**src/rtl/aclk_pkg.sv**
```systemverilog
// -----------------------------------------------------------------------------
// aclk_pkg
// Shared definitions for the alarm-clock key entry slice:
//   NOKEY          keypad code meaning "no key pressed"
//   state_t        key entry FSM state encoding
//   time limits    largest legal value of each key register digit
//   is_digit       true for keypad codes 0-9
//   is_valid_time  HH:MM range check on four BCD digits (00:00 .. 23:59)
// -----------------------------------------------------------------------------
package aclk_pkg;

    localparam logic [3:0] NOKEY          = 4'd10;
    localparam logic [3:0] MAX_DIGIT      = 4'd9;
    localparam logic [3:0] MAX_MS_HR      = 4'd2;
    localparam logic [3:0] MAX_LS_HR_TOP  = 4'd3;   // hours units limit when tens is 2
    localparam logic [3:0] MAX_MS_MIN     = 4'd5;

    typedef enum logic [1:0] {
        ST_IDLE       = 2'd0,
        ST_ENTRY      = 2'd1,
        ST_ALARM_VIEW = 2'd2
    } state_t;

    function automatic logic is_digit(input logic [3:0] code);
        return (code <= MAX_DIGIT);
    endfunction

    function automatic logic is_valid_time(input logic [3:0] ms_hr,
                                           input logic [3:0] ls_hr,
                                           input logic [3:0] ms_min,
                                           input logic [3:0] ls_min);
        logic hr_ok;
        logic min_ok;
        if (ms_hr < MAX_MS_HR) begin
            hr_ok = (ls_hr <= MAX_DIGIT);
        end else if (ms_hr == MAX_MS_HR) begin
            hr_ok = (ls_hr <= MAX_LS_HR_TOP);
        end else begin
            hr_ok = 1'b0;
        end
        min_ok = (ms_min <= MAX_MS_MIN) && (ls_min <= MAX_DIGIT);
        return hr_ok && min_ok;
    endfunction

endpackage

```
**src/rtl/aclk_keyreg.sv**
```systemverilog
// -----------------------------------------------------------------------------
// aclk_keyreg
// Four-nibble key register. A first digit clears the register and lands in the
// minutes-units position; later digits shift everything one place left.
// Ports:
//   clock, reset        rising-edge clock, async active-high clear
//   load_first          load {0,0,0,digit}
//   shift               shift left by one digit, digit enters on the right
//   digit[3:0]          digit to load/shift in
//   ms_hr .. ls_min     registered digits (hours tens .. minutes units)
// -----------------------------------------------------------------------------
module aclk_keyreg (
    input  logic       clock,
    input  logic       reset,
    input  logic       load_first,
    input  logic       shift,
    input  logic [3:0] digit,
    output logic [3:0] ms_hr,
    output logic [3:0] ls_hr,
    output logic [3:0] ms_min,
    output logic [3:0] ls_min
);

    // Digit storage: load_first takes priority; otherwise shift or hold.
    always_ff @(posedge clock or posedge reset) begin
        if (reset) begin
            ms_hr  <= 4'd0;
            ls_hr  <= 4'd0;
            ms_min <= 4'd0;
            ls_min <= 4'd0;
        end else if (load_first) begin
            ms_hr  <= 4'd0;
            ls_hr  <= 4'd0;
            ms_min <= 4'd0;
            ls_min <= digit;
        end else if (shift) begin
            ms_hr  <= ls_hr;
            ls_hr  <= ms_min;
            ms_min <= ls_min;
            ls_min <= digit;
        end else begin
            ms_hr  <= ms_hr;
            ls_hr  <= ls_hr;
            ms_min <= ms_min;
            ls_min <= ls_min;
        end
    end

endmodule

```
**src/rtl/aclk_key_entry.sv**
```systemverilog
// -----------------------------------------------------------------------------
// aclk_key_entry
// Keypad front end of the alarm clock. Accepts one digit per key press, builds
// a four-digit HH:MM value, and on a button press either strobes it into the
// alarm register / current-time counter or flags an invalid entry. An entry
// with no new digit for TIMEOUT_TICKS one_second ticks is abandoned.
// Parameters:
//   TIMEOUT_TICKS   one_second ticks before an idle entry is dropped (1..255)
// Ports:
//   clock, reset            rising-edge clock, async active-high clear
//   one_second              one-cycle tick, once per second
//   key[3:0]                keypad code, 0-9 digit, 10..15 no key
//   alarm_button            store alarm (in entry) / view alarm (in idle)
//   time_button             store current time (in entry)
//   key_ms_hr .. key_ls_min key register digits to the display
//   show_new_time, show_a   display select (entry / alarm view)
//   load_new_a, load_new_c  one-cycle store strobes
//   entry_error             one-cycle strobe, store of an invalid time
// -----------------------------------------------------------------------------
module aclk_key_entry #(
    parameter int unsigned TIMEOUT_TICKS = 10
) (
    input  logic       clock,
    input  logic       reset,
    input  logic       one_second,
    input  logic [3:0] key,
    input  logic       alarm_button,
    input  logic       time_button,
    output logic [3:0] key_ms_hr,
    output logic [3:0] key_ls_hr,
    output logic [3:0] key_ms_min,
    output logic [3:0] key_ls_min,
    output logic       show_new_time,
    output logic       show_a,
    output logic       load_new_a,
    output logic       load_new_c,
    output logic       entry_error
);

    import aclk_pkg::*;

    localparam logic [7:0] TIMEOUT_LIMIT = 8'(TIMEOUT_TICKS);
    localparam logic [7:0] COUNT_MAX     = 8'hFF;

    logic [3:0] key_norm_s;
    logic [3:0] prev_key_r;
    logic       accept_s;
    logic       load_first_s;
    logic       shift_s;
    logic       time_valid_s;
    state_t     state_r;
    logic [7:0] tick_count_r;

    // Fold the unused codes 11-15 onto NOKEY and detect a fresh press.
    always_comb begin
        key_norm_s = NOKEY;
        if (is_digit(key)) begin
            key_norm_s = key;
        end else begin
            key_norm_s = NOKEY;
        end
        // A digit counts only when the previous cycle saw no key, so a held
        // key or a direct digit-to-digit roll-over is never accepted.
        accept_s = (key_norm_s != NOKEY) && (prev_key_r == NOKEY);
    end

    // Previous-cycle key for press detection.
    always_ff @(posedge clock or posedge reset) begin
        if (reset) begin
            prev_key_r <= NOKEY;
        end else begin
            prev_key_r <= key_norm_s;
        end
    end

    // Key register controls; any button in ENTRY blocks the shift.
    always_comb begin
        load_first_s = 1'b0;
        shift_s      = 1'b0;
        case (state_r)
            ST_IDLE: begin
                load_first_s = accept_s;
            end
            ST_ENTRY: begin
                shift_s = accept_s && !alarm_button && !time_button;
            end
            default: begin
                load_first_s = 1'b0;
                shift_s      = 1'b0;
            end
        endcase
    end

    aclk_keyreg u_keyreg (
        .clock      (clock),
        .reset      (reset),
        .load_first (load_first_s),
        .shift      (shift_s),
        .digit      (key_norm_s),
        .ms_hr      (key_ms_hr),
        .ls_hr      (key_ls_hr),
        .ms_min     (key_ms_min),
        .ls_min     (key_ls_min)
    );

    // Range check of the value currently held in the key register.
    always_comb begin
        time_valid_s = is_valid_time(key_ms_hr, key_ls_hr, key_ms_min, key_ls_min);
    end

    // Entry FSM with inactivity counter; display selects and strobes are
    // registered alongside the next state.
    always_ff @(posedge clock or posedge reset) begin
        if (reset) begin
            state_r       <= ST_IDLE;
            tick_count_r  <= 8'd0;
            show_new_time <= 1'b0;
            show_a        <= 1'b0;
            load_new_a    <= 1'b0;
            load_new_c    <= 1'b0;
            entry_error   <= 1'b0;
        end else begin
            load_new_a  <= 1'b0;
            load_new_c  <= 1'b0;
            entry_error <= 1'b0;
            case (state_r)
                ST_IDLE: begin
                    tick_count_r <= 8'd0;
                    if (accept_s) begin
                        state_r       <= ST_ENTRY;
                        show_new_time <= 1'b1;
                        show_a        <= 1'b0;
                    end else if (alarm_button) begin
                        state_r       <= ST_ALARM_VIEW;
                        show_new_time <= 1'b0;
                        show_a        <= 1'b1;
                    end else begin
                        state_r       <= ST_IDLE;
                        show_new_time <= 1'b0;
                        show_a        <= 1'b0;
                    end
                end
                ST_ENTRY: begin
                    show_a <= 1'b0;
                    if (alarm_button && time_button) begin
                        entry_error   <= 1'b1;
                        state_r       <= ST_IDLE;
                        tick_count_r  <= 8'd0;
                        show_new_time <= 1'b0;
                    end else if (alarm_button) begin
                        load_new_a    <= time_valid_s;
                        entry_error   <= !time_valid_s;
                        state_r       <= ST_IDLE;
                        tick_count_r  <= 8'd0;
                        show_new_time <= 1'b0;
                    end else if (time_button) begin
                        load_new_c    <= time_valid_s;
                        entry_error   <= !time_valid_s;
                        state_r       <= ST_IDLE;
                        tick_count_r  <= 8'd0;
                        show_new_time <= 1'b0;
                    end else if (accept_s) begin
                        // A digit on a tick cycle still restarts the timeout.
                        tick_count_r  <= 8'd0;
                        show_new_time <= 1'b1;
                    end else if (one_second) begin
                        if (tick_count_r >= (TIMEOUT_LIMIT - 8'd1)) begin
                            state_r       <= ST_IDLE;
                            tick_count_r  <= 8'd0;
                            show_new_time <= 1'b0;
                        end else begin
                            if (tick_count_r != COUNT_MAX) begin
                                tick_count_r <= tick_count_r + 8'd1;
                            end else begin
                                tick_count_r <= tick_count_r;
                            end
                            show_new_time <= 1'b1;
                        end
                    end else begin
                        show_new_time <= 1'b1;
                    end
                end
                ST_ALARM_VIEW: begin
                    tick_count_r  <= 8'd0;
                    show_new_time <= 1'b0;
                    if (alarm_button) begin
                        state_r <= ST_ALARM_VIEW;
                        show_a  <= 1'b1;
                    end else begin
                        state_r <= ST_IDLE;
                        show_a  <= 1'b0;
                    end
                end
                default: begin
                    state_r       <= ST_IDLE;
                    tick_count_r  <= 8'd0;
                    show_new_time <= 1'b0;
                    show_a        <= 1'b0;
                end
            endcase
        end
    end

endmodule

```
**config.mk**
```make
export PLATFORM = sky130hd
export DESIGN_NAME = aclk_key_entry
export DESIGN_NICKNAME = d
export VERILOG_FILES = /design/src/rtl/aclk_pkg.sv /design/src/rtl/aclk_keyreg.sv /design/src/rtl/aclk_key_entry.sv
export SDC_FILE = /design/constraint.sdc
export NUM_CORES = 1
export LEC_CHECK = 0
export CORE_MARGIN = 1
export CORE_UTILIZATION = 40
export DETAILED_ROUTE_END_ITERATION = 6
export GPL_TIMING_DRIVEN = 0
export PLACE_DENSITY = 0.67
export SLEW_MARGIN = 15
export SYNTH_ARGS = -nofsm -noshare
export SYNTH_HDL_FRONTEND = slang
export SYNTH_SLANG_ARGS = --single-unit
```
**constraint.sdc**
```tcl
create_clock -name clock -period 1.7 [get_ports clock]
set_input_delay 0.17 -clock clock [delete_from_list [all_inputs] [get_ports clock]]
set_output_delay 0.17 -clock clock [all_outputs]
set_load 0.005 [all_outputs]
```
==> key figures, run 1 <==
Die
  – Core box area: 0.003468 mm2
  – Die footprint: 0.004035 mm2
  – Die Wd: 63.52 um
  – # rows: 21
  – IO Count: 30
  – Height of the die: 63.52 um
  – Initial core utilization: 43.65%

Placement
  – Final Wtd Congestion: 0.6910
  – Place WS: -0.3984 ns
  – I/O Buffers: 29
  – Post-DP HPWL: 2154 um

STA
  – Relative slew slack: 54.29%
  – Setup WS post-layout: -0.03532 ns
  – Pins Over Slew Limit: 0
  – RSZ-0062 raised after global routing: true
  – Worst slew pin tran: 0.6847 ns
  – F_max: 576.3 MHz
  – Clock Skew: 0.005190 ns
  – Final Hold Vio Count: 0
  – Final setup viols: 1
  – Setup tns final: -0.03532 ns
  – Tcrit/Tclk final: 102.1%
  – Final Critical Period: 1.735 ns

Yosys
  – Yosys Warn Count: 0
  – #FFs+latches synth: 35
  – Seq/Total Area, Yosys: 58.02%
  – Synth async-reset ratio: 100.0%
  – Area of the mapped netlist: 0.001514 mm2
  – Synth cell types: 36
  – Syn Area/Cell: 11.92 um2
  – Ys flop type: dfrtp_1
  – Synth Instances: 127
  – Syn_nets: 139
  – Number of flops mapped to enable cells by yosys: 0

Power
  – Max VDD drop: 0.0006966 V
  – P per Cell Area: 853.5 mW/mm2
  – LEAKAGE: 0.9923 nW

Drt
  – Total wire length: 3006 um
  – Antenna Nets Post-Route: 0
  – Iter 0 DRT Violations: 47
  – TritonRoute pass-1 iters: 4
  – Vias: 1083
  – Routed WL per cell: 14.11 um
  – DRC: 0
  – Via-per-instance ratio: 5.085

Setup path
  – CP max FO: 3
  – Worst Path Arrival: 1.94 ns
  – Worst setup SP type: register
  – WS Path Type: reg2reg
  – WP data required: 1.91 ns
  – Critical Path Sink Type: register
  – Worst reg2reg path depth: 6

Global routing
  – Initial antenna violation count: 0
  – Largest net degree at the start of global routing: 36
  – Global-route wire length before repair: 5071 um
  – Gr ovfl total: 0
  – Vias in the first global route: 1101
  – GRT Resource Usage Total: 16.91%

Worst hold path
  – Hold Path Class: in2async

CTS
  – CTS buffer count: 5
  – CTS Root Cell: clkbuf_8
  – # H-tree levels: 2
  – CTS tree: done
  – Longest Clk Path Bufs: 2
  – CTS clk-pin slew, worst paths: 0.07 ns
  – Clock sinks: 35
  – Clk Latency, worst-skew pair: 0.28 ns
  – Hold Buf Count CTS: 0

Final layout
  – Syn-to-layout area delta: 31.57%
  – Fraction of layout cells with a size suffix above 1: 19.16%
  – Inserted Diodes: 0
  – Fin nets: 178

Job
  – MaxCap Viol Count: 0

Status
  – Violated checks: setup timing
  – Status: finished, violations left
==> layout make-up <==
type	instances	area, um2
Tap cell	46	57.56
Inverter	5	18.77
Buffer	3	16.27
Clock buffer	6	72.57
Multi-Input combinational cell	84	623.1
Sequential cell	35	878.3
Clock inverter	2	12.51
Fill cell	318	1476
Timing Repair Buffer	32	312.8
==> cell usage after synthesis (all sizes together) (3+ instances only) <==
cell type,n,area (um2)
dfrtp,33,825.8
nor2,14,52.55
mux2i,12,120.1
a21oi,8,55.06
inv,5,18.77
nand3,5,25.02
o21ai,5,25.02
and3,4,26.28
mux2,4,45.04
nand2b,4,25.02
nor3,4,20.02
ha,3,37.54
nor4,3,18.77
==> state kept, by name, summed over array words and instances (netlist names) <==
name,cells
u_keyreg.ms_min,4
u_keyreg.ms_hr,4
tick_count_r,8
entry_error,1
show_a,1
u_keyreg.ls_hr,4
state_r,2
prev_key_r,4
show_new_time,1
u_keyreg.ls_min,4
load_new_a,1
load_new_c,1
==> layer usage <==
layer  track usage (%)  wire length (um)  vias up
li1                  -                 -      526
met1             21.14              1392      525
met2             26.06              1454       28
met3             5.797               124        4
met4             7.955                34        0
met5                 0                 0        -
==> stage by stage <==
stage,std cells,area [um2],hold WS (ns),utilization [%],total power [W]
finish,213,1992,0.3194,57.43,0.001700
global route,213,1992,0.3870,57.43,0.001783
CTS,213,1982,0.3454,57.14,0.001716
detailed placement,202,1864,0.5026,53.75,0.001140
global placement,202,1864,0.4951,53.75,0.001134
floorplan,127,1516,0.2420,-,0.001017
==> power breakdown <==
part	switching, W	internal (W)	leakage [nW]	total [W]
clock	0.000285	0.000286	0.0412	0.000571
combinational	0.0000856	0.000126	0.483	0.000211
sequential	0.0000390	0.000879	0.468	0.000918
==> path summary, 6_finish.rpt <==
check                                            startpoint                            end  slack (ns)
worst min-delay path                                  reset  u_keyreg.ms_hr[1]$_DFFE_PP0P_        0.32
min in group clock                                   key[3]        prev_key_r[3]$_DFF_PP1_        0.45
worst max-delay path            tick_count_r[0]$_DFFE_PP0P_    tick_count_r[0]$_DFFE_PP0P_       -0.04
worst min register to register       state_r[0]$_DFFE_PP0P_         state_r[1]$_DFFE_PP0P_        0.51
worst max register to register  tick_count_r[0]$_DFFE_PP0P_    tick_count_r[0]$_DFFE_PP0P_       -0.04
max in group asynchronous                             reset    tick_count_r[4]$_DFFE_PP0P_        0.93
==> critical path, cell delays in order, from the launching register on <==
cell     delay, ns
dfrtp_1       0.40
inv_1         0.07
ha_1          0.14
or3b_4        0.39
a21oi_4       0.16
or3b_4        0.40
a21oi_2       0.12
==> kinds of logic (layout without fill, tap and decap cells) <==
family / count (synthesis) / count (layout) / synth area share [%]
simple gates: 48 / 48 / 18.93
buf+inv: 8 / 48 / 2.065
compound gates: 17 / 17 / 7.604
mux: 16 / 16 / 10.91
flops: 35 / 35 / 58.02
fa+ha+maj: 3 / 3 / 2.480
==> layout by cell type (no fill, tap or decap), types with 2 or more instances in the layout <==
cell / instances
nor4_1: 3
clkbuf_1: 2
nand3_1: 5
and4bb_2: 2
nand2b_1: 4
nor3_1: 4
o21ai_1: 2
dfrtp_1: 33
and3_1: 3
dfstp_2: 2
a21oi_1: 6
o21ai_0: 3
ha_1: 2
inv_1: 3
clkbuf_8: 5
clkdlybuf4s50_1: 29
inv_2: 2
buf_4: 3
or3b_4: 2
nor2_1: 14
nand2_1: 2
mux2i_1: 12
mux2_2: 4
==> timing repair <==
item	4_1_cts	5_1_grt
setup buffers	3	0
gates resized for setup	4	5
endpoints found under the setup margin	16	13
pin swaps	2	2
Power figures use the tool's default switching activity.
==> run 2: changes to the inputs <==
--- a/config.mk
+++ b/config.mk
@@ -8,8 +8,10 @@
 export CORE_MARGIN = 1
 export CORE_UTILIZATION = 40
 export DETAILED_ROUTE_END_ITERATION = 6
+export GPL_ROUTABILITY_DRIVEN = 0
 export GPL_TIMING_DRIVEN = 0
 export PLACE_DENSITY = 0.67
+export SETUP_SLACK_MARGIN = 0.02
 export SLEW_MARGIN = 15
 export SYNTH_ARGS = -nofsm -noshare
 export SYNTH_HDL_FRONTEND = slang
==> key figures, run 2 (synthesis results as in run 1) <==
CTS
  – Clock sinks: 35 (unchanged)
  – CTS tree: done
  – CTS buffer count: 5 (unchanged)
  – Longest Clk Path Bufs: 2 (unchanged)
  – Clk Latency, worst-skew pair: 0.29 ns (about the same)
  – # H-tree levels: 2 (unchanged)
  – CTS clk-pin slew, worst paths: 0.07 ns (about the same)
  – Hold Buf Count CTS: 0 (unchanged)
  – CTS Root Cell: clkbuf_8

STA
  – Final setup viols: 1 (unchanged)
  – Clock Skew: 0.009021 ns (+0.003831 ns)
  – Relative slew slack: 53.19% (-1.1 points)
  – WHS: 0.3077 ns (-0.01172 ns)
  – Worst slew pin tran: 0.7011 ns (+0.01645 ns)
  – Tcrit/Tclk final: 100.4% (-1.7 points)
  – RSZ-0062 raised after global routing: true
  – Final Critical Period: 1.707 ns (-0.02867 ns)
  – Setup WS post-layout: -0.006646 ns (+0.02867 ns)
  – Pins Over Slew Limit: 0 (unchanged)
  – Final Hold Vio Count: 0 (unchanged)
  – F_max: 585.9 MHz (+1.7%)

Global routing
  – Initial antenna violation count: 0 (unchanged)
  – Largest net degree at the start of global routing: 36 (unchanged)
  – GRT Resource Usage Total: 17.23% (+0.32 points)
  – Gr ovfl total: 0 (unchanged)
  – Global-route wire length before repair: 5244 um (+3.4%)
  – Vias in the first global route: 1179 (+7.1%)

Setup path
  – CP max FO: 3 (unchanged)
  – Worst setup SP type: register
  – WP data required: 1.92 ns (about the same)
  – Crit path top cell by count: or3b_4
  – Crit path largest cell delay: 0.40 ns (about the same)
  – CP Cell Sequence: inv_2, ha_4, or3b_4, a21oi_4, or3b_4, a21oi_2
  – Worst Path Arrival: 1.93 ns (about the same)
  – WS Path Type: reg2reg
  – Slowest-stage cell, CP: dfrtp_1
  – Critical Path Sink Type: register

Final layout
  – Inserted Diodes: 0 (unchanged)
  – Syn-to-layout area delta: 33.22%
  – Largest register FFs: 8 (unchanged)
  – Most common cell after layout, fill and taps aside: dfrtp_1
  – Final Core Density: 58.15% (+0.72 points)
  – Fraction of layout cells with a size suffix above 1: 22.02% (+2.9 points)
  – Top reg by flops: tick_count_r
  – Post-Layout Cell Count: 214 (+0.47%)
  – Fin nets: 179 (+0.56%)
  – Commonest cells after routing, fill and taps aside: dfrtp_1, clkdlybuf4s50_1, nor2_1

Drt
  – Vias: 1119 (+3.3%)
  – Antenna Nets Post-Route: 0 (unchanged)
  – DRC: 0 (unchanged)
  – Total wire length: 2960 um (-1.5%)
  – Iter 0 DRT Violations: 27 (-43%)
  – Via-per-instance ratio: 5.229 (+2.8%)
  – TritonRoute pass-1 iters: 3 (-1)
  – Routed WL per cell: 13.83 um (-2.0%)

Die
  – Height of the die: 63.52 um (unchanged)
  – Initial core utilization: 43.65% (unchanged)
  – Die Wd: 63.52 um (unchanged)
  – IO Count: 30 (unchanged)
  – Die footprint: 0.004035 mm2 (unchanged)
  – Core box area: 0.003468 mm2 (unchanged)
  – # rows: 21 (unchanged)

Power
  – LEAKAGE: 0.9965 nW (+0.43%)
  – Max VDD drop: 0.0006459 V (-7.3%)
  – P per Cell Area: 852.7 mW/mm2 (about the same)

Status
  – Status: finished, violations left
  – Violated checks: setup timing

Placement
  – I/O Buffers: 29 (unchanged)
  – # placed instances: 202 (unchanged)
  – Post-DP HPWL: 2092 um (-2.9%)

Job
  – MaxCap Viol Count: 0 (unchanged)

Worst hold path
  – Hold Path Class: in2async
==> run 2: final timing paths <==
kind	cells after the start	slack, ns	end	from
hold / removal	2	0.31	show_new_time$_DFF_PP0_	reset
setup reg to reg	6	-0.007	tick_count_r[0]$_DFFE_PP0P_	tick_count_r[1]$_DFFE_PP0P_
setup / recovery	6	-0.007	tick_count_r[0]$_DFFE_PP0P_	tick_count_r[1]$_DFFE_PP0P_
hold reg to reg	1	0.52	tick_count_r[7]$_DFFE_PP0P_	tick_count_r[7]$_DFFE_PP0P_
min in group clock	2	0.45	prev_key_r[3]$_DFF_PP1_	key[3]
max in group asynchronous	2	0.90	tick_count_r[0]$_DFFE_PP0P_	reset
==> run 2: metal layers <==
metal  up-vias  GRT usage (%)  routed length [um]
li1        531              -                   -
met4         0          7.386                  48
met2        23          27.13                1443
met3         6          6.159                 132
met5         -              0                   0
met1       559          21.17                1336
==> run 2: cell type report <==
type                            instances  area, um2
Sequential cell                        35      879.6
Fill cell                             317       1451
Timing Repair Buffer                   33      320.3
Clock buffer                            5      68.82
Clock inverter                          3      20.02
Multi-Input combinational cell         84      635.6
Tap cell                               46      57.56
Buffer                                  3      16.27
Inverter                                5      18.77
==> run 2: what timing repair did <==
action | 4_1_cts | 5_1_grt
pin swaps | 3 | 2
resized for setup | 7 | 6
hold endpoints to repair | 0 | 0
endpoints found under the setup margin | 17 | 19
setup buffers | 3 | 1
==> run 2: worst max-delay path, delay by kind of cell, from the launching register on <==
family / cells / cell delay (ns)
flops: 1 / 0.40
compound gates: 2 / 0.26
buf+inv: 1 / 0.09
simple gates: 2 / 0.77
fa+ha+maj: 1 / 0.12
==> run 2: report_power, final <==
part	total, W	internal [W]	switching [W]
logic	0.000211	0.000126	0.0000857
clock network	0.000591	0.000285	0.000306
registers	0.000917	0.000878	0.0000390
==> run 2: through the flow <==
step	instance area (um2)	setup slack (ns)	setup TNS (ns)	power, W
final	2017	-0.006646	-0.006646	0.001720
after floorplan	1519	0.02219	0	0.001017
after global placement	1867	-0.3271	-4.611	0.001133
after detailed placement	1867	-0.3904	-5.652	0.001141
after CTS	1993	-0.006390	-0.006390	0.001741
after global routing	2017	-0.06705	-0.06705	0.001806
==> run 3: changes to the inputs <==
--- a/config.mk
+++ b/config.mk
@@ -5,11 +5,14 @@
 export SDC_FILE = /design/constraint.sdc
 export NUM_CORES = 1
 export LEC_CHECK = 0
+export CORE_ASPECT_RATIO = 0.7
 export CORE_MARGIN = 1
 export CORE_UTILIZATION = 40
+export CTS_CLUSTER_SIZE = 30
 export DETAILED_ROUTE_END_ITERATION = 6
 export GPL_ROUTABILITY_DRIVEN = 0
 export GPL_TIMING_DRIVEN = 0
+export HOLD_SLACK_MARGIN = 0.06
 export PLACE_DENSITY = 0.67
 export SETUP_SLACK_MARGIN = 0.02
 export SLEW_MARGIN = 15
==> key figures, run 3 (synthesis results as in run 1) <==
STA
  – Setup WS post-layout: -0.08121 ns (-0.07457 ns)
  – Pins Over Slew Limit: 0 (unchanged)
  – F_max: 561.4 MHz (-4.2%)
  – WHS: 0.3261 ns (+0.01834 ns)
  – Relative slew slack: 51.69% (-1.5 points)
  – Tcrit/Tclk final: 104.8% (+4.4 points)
  – Final setup viols: 2 (+1)
  – RSZ-0062 raised after global routing: true
  – Clock Skew: 0.002321 ns (-0.006699 ns)
  – Final Critical Period: 1.781 ns (+0.07457 ns)
  – Worst slew pin tran: 0.7236 ns (+0.02249 ns)
  – Final Hold Vio Count: 0 (unchanged)

CTS
  – Hold Buf Count CTS: 0 (unchanged)
  – Clock sinks: 35 (unchanged)
  – Clk Latency, worst-skew pair: 0.28 ns (about the same)
  – CTS clk-pin slew, worst paths: 0.07 ns (about the same)
  – CTS buffer count: 5 (unchanged)
  – CTS Root Cell: clkbuf_8
  – # H-tree levels: 2 (unchanged)
  – CTS tree: done
  – Longest Clk Path Bufs: 2 (unchanged)

Final layout
  – Inserted Diodes: 0 (unchanged)
  – Top reg by flops: tick_count_r
  – Final Core Density: 57.23% (-0.92 points)
  – Commonest cells after routing, fill and taps aside: dfrtp_1, clkdlybuf4s50_1, nor2_1
  – Fraction of layout cells with a size suffix above 1: 22.62% (+0.60 points)
  – Fillcell total: 293 (-7.6%)
  – Post-Layout Cell Count: 218 (+1.9%)
  – Largest register FFs: 8 (unchanged)
  – FF+latch area: 878.3 um2 (-0.14%)
  – Fin nets: 179 (unchanged)
  – Area of the multi-input gates: 649.4 um2 (+2.2%)
  – Most common cell after layout, fill and taps aside: dfrtp_1
  – Syn-to-layout area delta: 35.37%

Setup path
  – Crit path top cell by count: or3b_4
  – Worst setup SP type: register
  – Worst reg2reg path depth: 6 (unchanged)
  – CP Cell Sequence: inv_1, ha_1, or3b_4, a21oi_4, or3b_4, a21oi_2
  – Crit path largest cell delay: 0.42 ns (+0.02 ns)
  – Worst Path Arrival: 1.99 ns (+0.06 ns)
  – Slowest-stage cell, CP: dfrtp_1
  – Critical Path Sink Type: register
  – R2R Setup Slk: -0.08 ns (-0.07 ns)
  – WP data required: 1.91 ns (about the same)
  – CP max FO: 4 (+1)
  – WS Path Type: reg2reg

Drt
  – WL met3: 135 um (+2.3%)
  – TritonRoute pass-1 iters: 4 (+1)
  – DRC: 0 (unchanged)
  – Total wire length: 3077 um (+4.0%)
  – Vias: 1114 (-0.45%)
  – Via-per-instance ratio: 5.110 (-2.3%)
  – Top Metal Used: met4
  – Routed WL per cell: 14.11 um (+2.0%)
  – Met2 Routed Length: 1314 um (-8.9%)
  – Routed metal-1 wire length: 1576 um (+18%)
  – Iter 0 DRT Violations: 39 (+44%)
  – Antenna Nets Post-Route: 0 (unchanged)

Die
  – # rows: 18 (-14%)
  – Die Wd: 75.53 um (+19%)
  – Initial core utilization: 42.28% (-1.4 points)
  – Die footprint: 0.004039 mm2 (about the same)
  – Height of the die: 53.47 um (-16%)
  – Core box area: 0.003581 mm2 (+3.2%)
  – IO Count: 30 (unchanged)

Power
  – Clock network power share: 36.5% (+2.1 points)
  – LEAKAGE: 1.013 nW (+1.7%)
  – Sequential Power Share: 51.3% (-2.0 points)
  – Max VDD drop: 0.0007265 V (+12%)
  – Sw Ratio: 23.21% (-1.9 points)
  – Gate power share: 12.1% (-0.2 points)
  – P per Cell Area: 873.1 mW/mm2 (+2.4%)
  – Net Switching: 0.0004154 W (-3.7%)
  – Internal power: 0.001374 W (+6.6%)

Global routing
  – Global-route wire length before repair: 4685 um (-11%)
  – Gr ovfl total: 0 (unchanged)
  – Initial antenna violation count: 0 (unchanged)
  – Largest net degree at the start of global routing: 36 (unchanged)
  – Vias in the first global route: 945 (-20%)
  – GRT Resource Usage Total: 16.65% (-0.58 points)

Status
  – Status: finished, violations left
  – Violated checks: setup timing

Placement
  – # placed instances: 206 (+2.0%)
  – Place WS: -0.4255 ns (-0.03504 ns)
  – I/O Buffers: 29 (unchanged)
  – Post-DP HPWL: 2185 um (+4.4%)

Worst hold path
  – Hold Path Class: in2async

Job
  – MaxCap Viol Count: 0 (unchanged)
[run 3: changes by cell type in the layout (fill, tap and decap cells not counted), sizes merged]
cell and delta:
clkbuf +2, clkinv -1, clkinvlp -1
[run 3: critical path, delay by kind of cell, from the launching register on]
kind	cells	cell delay, ns
compound gates	2	0.31
fa+ha+maj	1	0.13
buf+inv	1	0.07
flops	1	0.42
simple gates	2	0.78
[run 3: metal layers]
layer / vias to the layer above / GRT usage [%]
met5: - / 0
met4: 0 / 6.481
met3: 8 / 5.524
met2: 23 / 22.62
met1: 549 / 24.01
li1: 534 / -
[run 3: through the flow]
stage | total power (W) | setup TNS (ns) | cell area [um2]
finish | 0.001789 | -0.1003 | 2049
global route | 0.001874 | -0.3160 | 2049
CTS | 0.001803 | -0.09916 | 1991
detailed placement | 0.001140 | -6.200 | 1872
global placement | 0.001135 | -5.317 | 1872
floorplan | 0.001017 | 0 | 1519
[run 3: path summary, 6_finish.rpt]
path	from	endpoint
worst min-delay path	reset	tick_count_r[7]$_DFFE_PP0P_
worst max-delay path	tick_count_r[0]$_DFFE_PP0P_	tick_count_r[0]$_DFFE_PP0P_
worst max register to register	tick_count_r[0]$_DFFE_PP0P_	tick_count_r[0]$_DFFE_PP0P_
max in group asynchronous	reset	u_keyreg.ls_min[3]$_DFFE_PP0P_
min in group clock	key[0]	prev_key_r[0]$_DFF_PP0_
worst min register to register	tick_count_r[7]$_DFFE_PP0P_	tick_count_r[7]$_DFFE_PP0P_
[run 3: power by group through the flow]
stage | clock [W] | sequential, W | combinational [W]
after CTS | 0.000675 | 0.000917 | 0.000212
final | 0.000654 | 0.000918 | 0.000217
after global placement | 0 | 0.000929 | 0.000206
after detailed placement | 0 | 0.000931 | 0.000208
after floorplan | 0 | 0.000925 | 0.0000924
after global routing | 0.000709 | 0.000925 | 0.000240
[run 3: area by class of cell]
type | instances | share of cell area, %
Buffer | 3 | 0.7936
Clock inverter | 1 | 0.3663
Sequential cell | 35 | 42.86
Multi-Input combinational cell | 84 | 31.68
Clock buffer | 7 | 4.701
Inverter | 5 | 0.9157
Timing Repair Buffer | 33 | 15.63
Tap cell | 50 | 3.052
[run 3: timing repair]
item,in CTS,in global routing
setup buffers,1,3
endpoints found under the hold margin,0,0
gates resized for setup,4,12
endpoints found under the setup margin,16,18
pin swaps,0,3
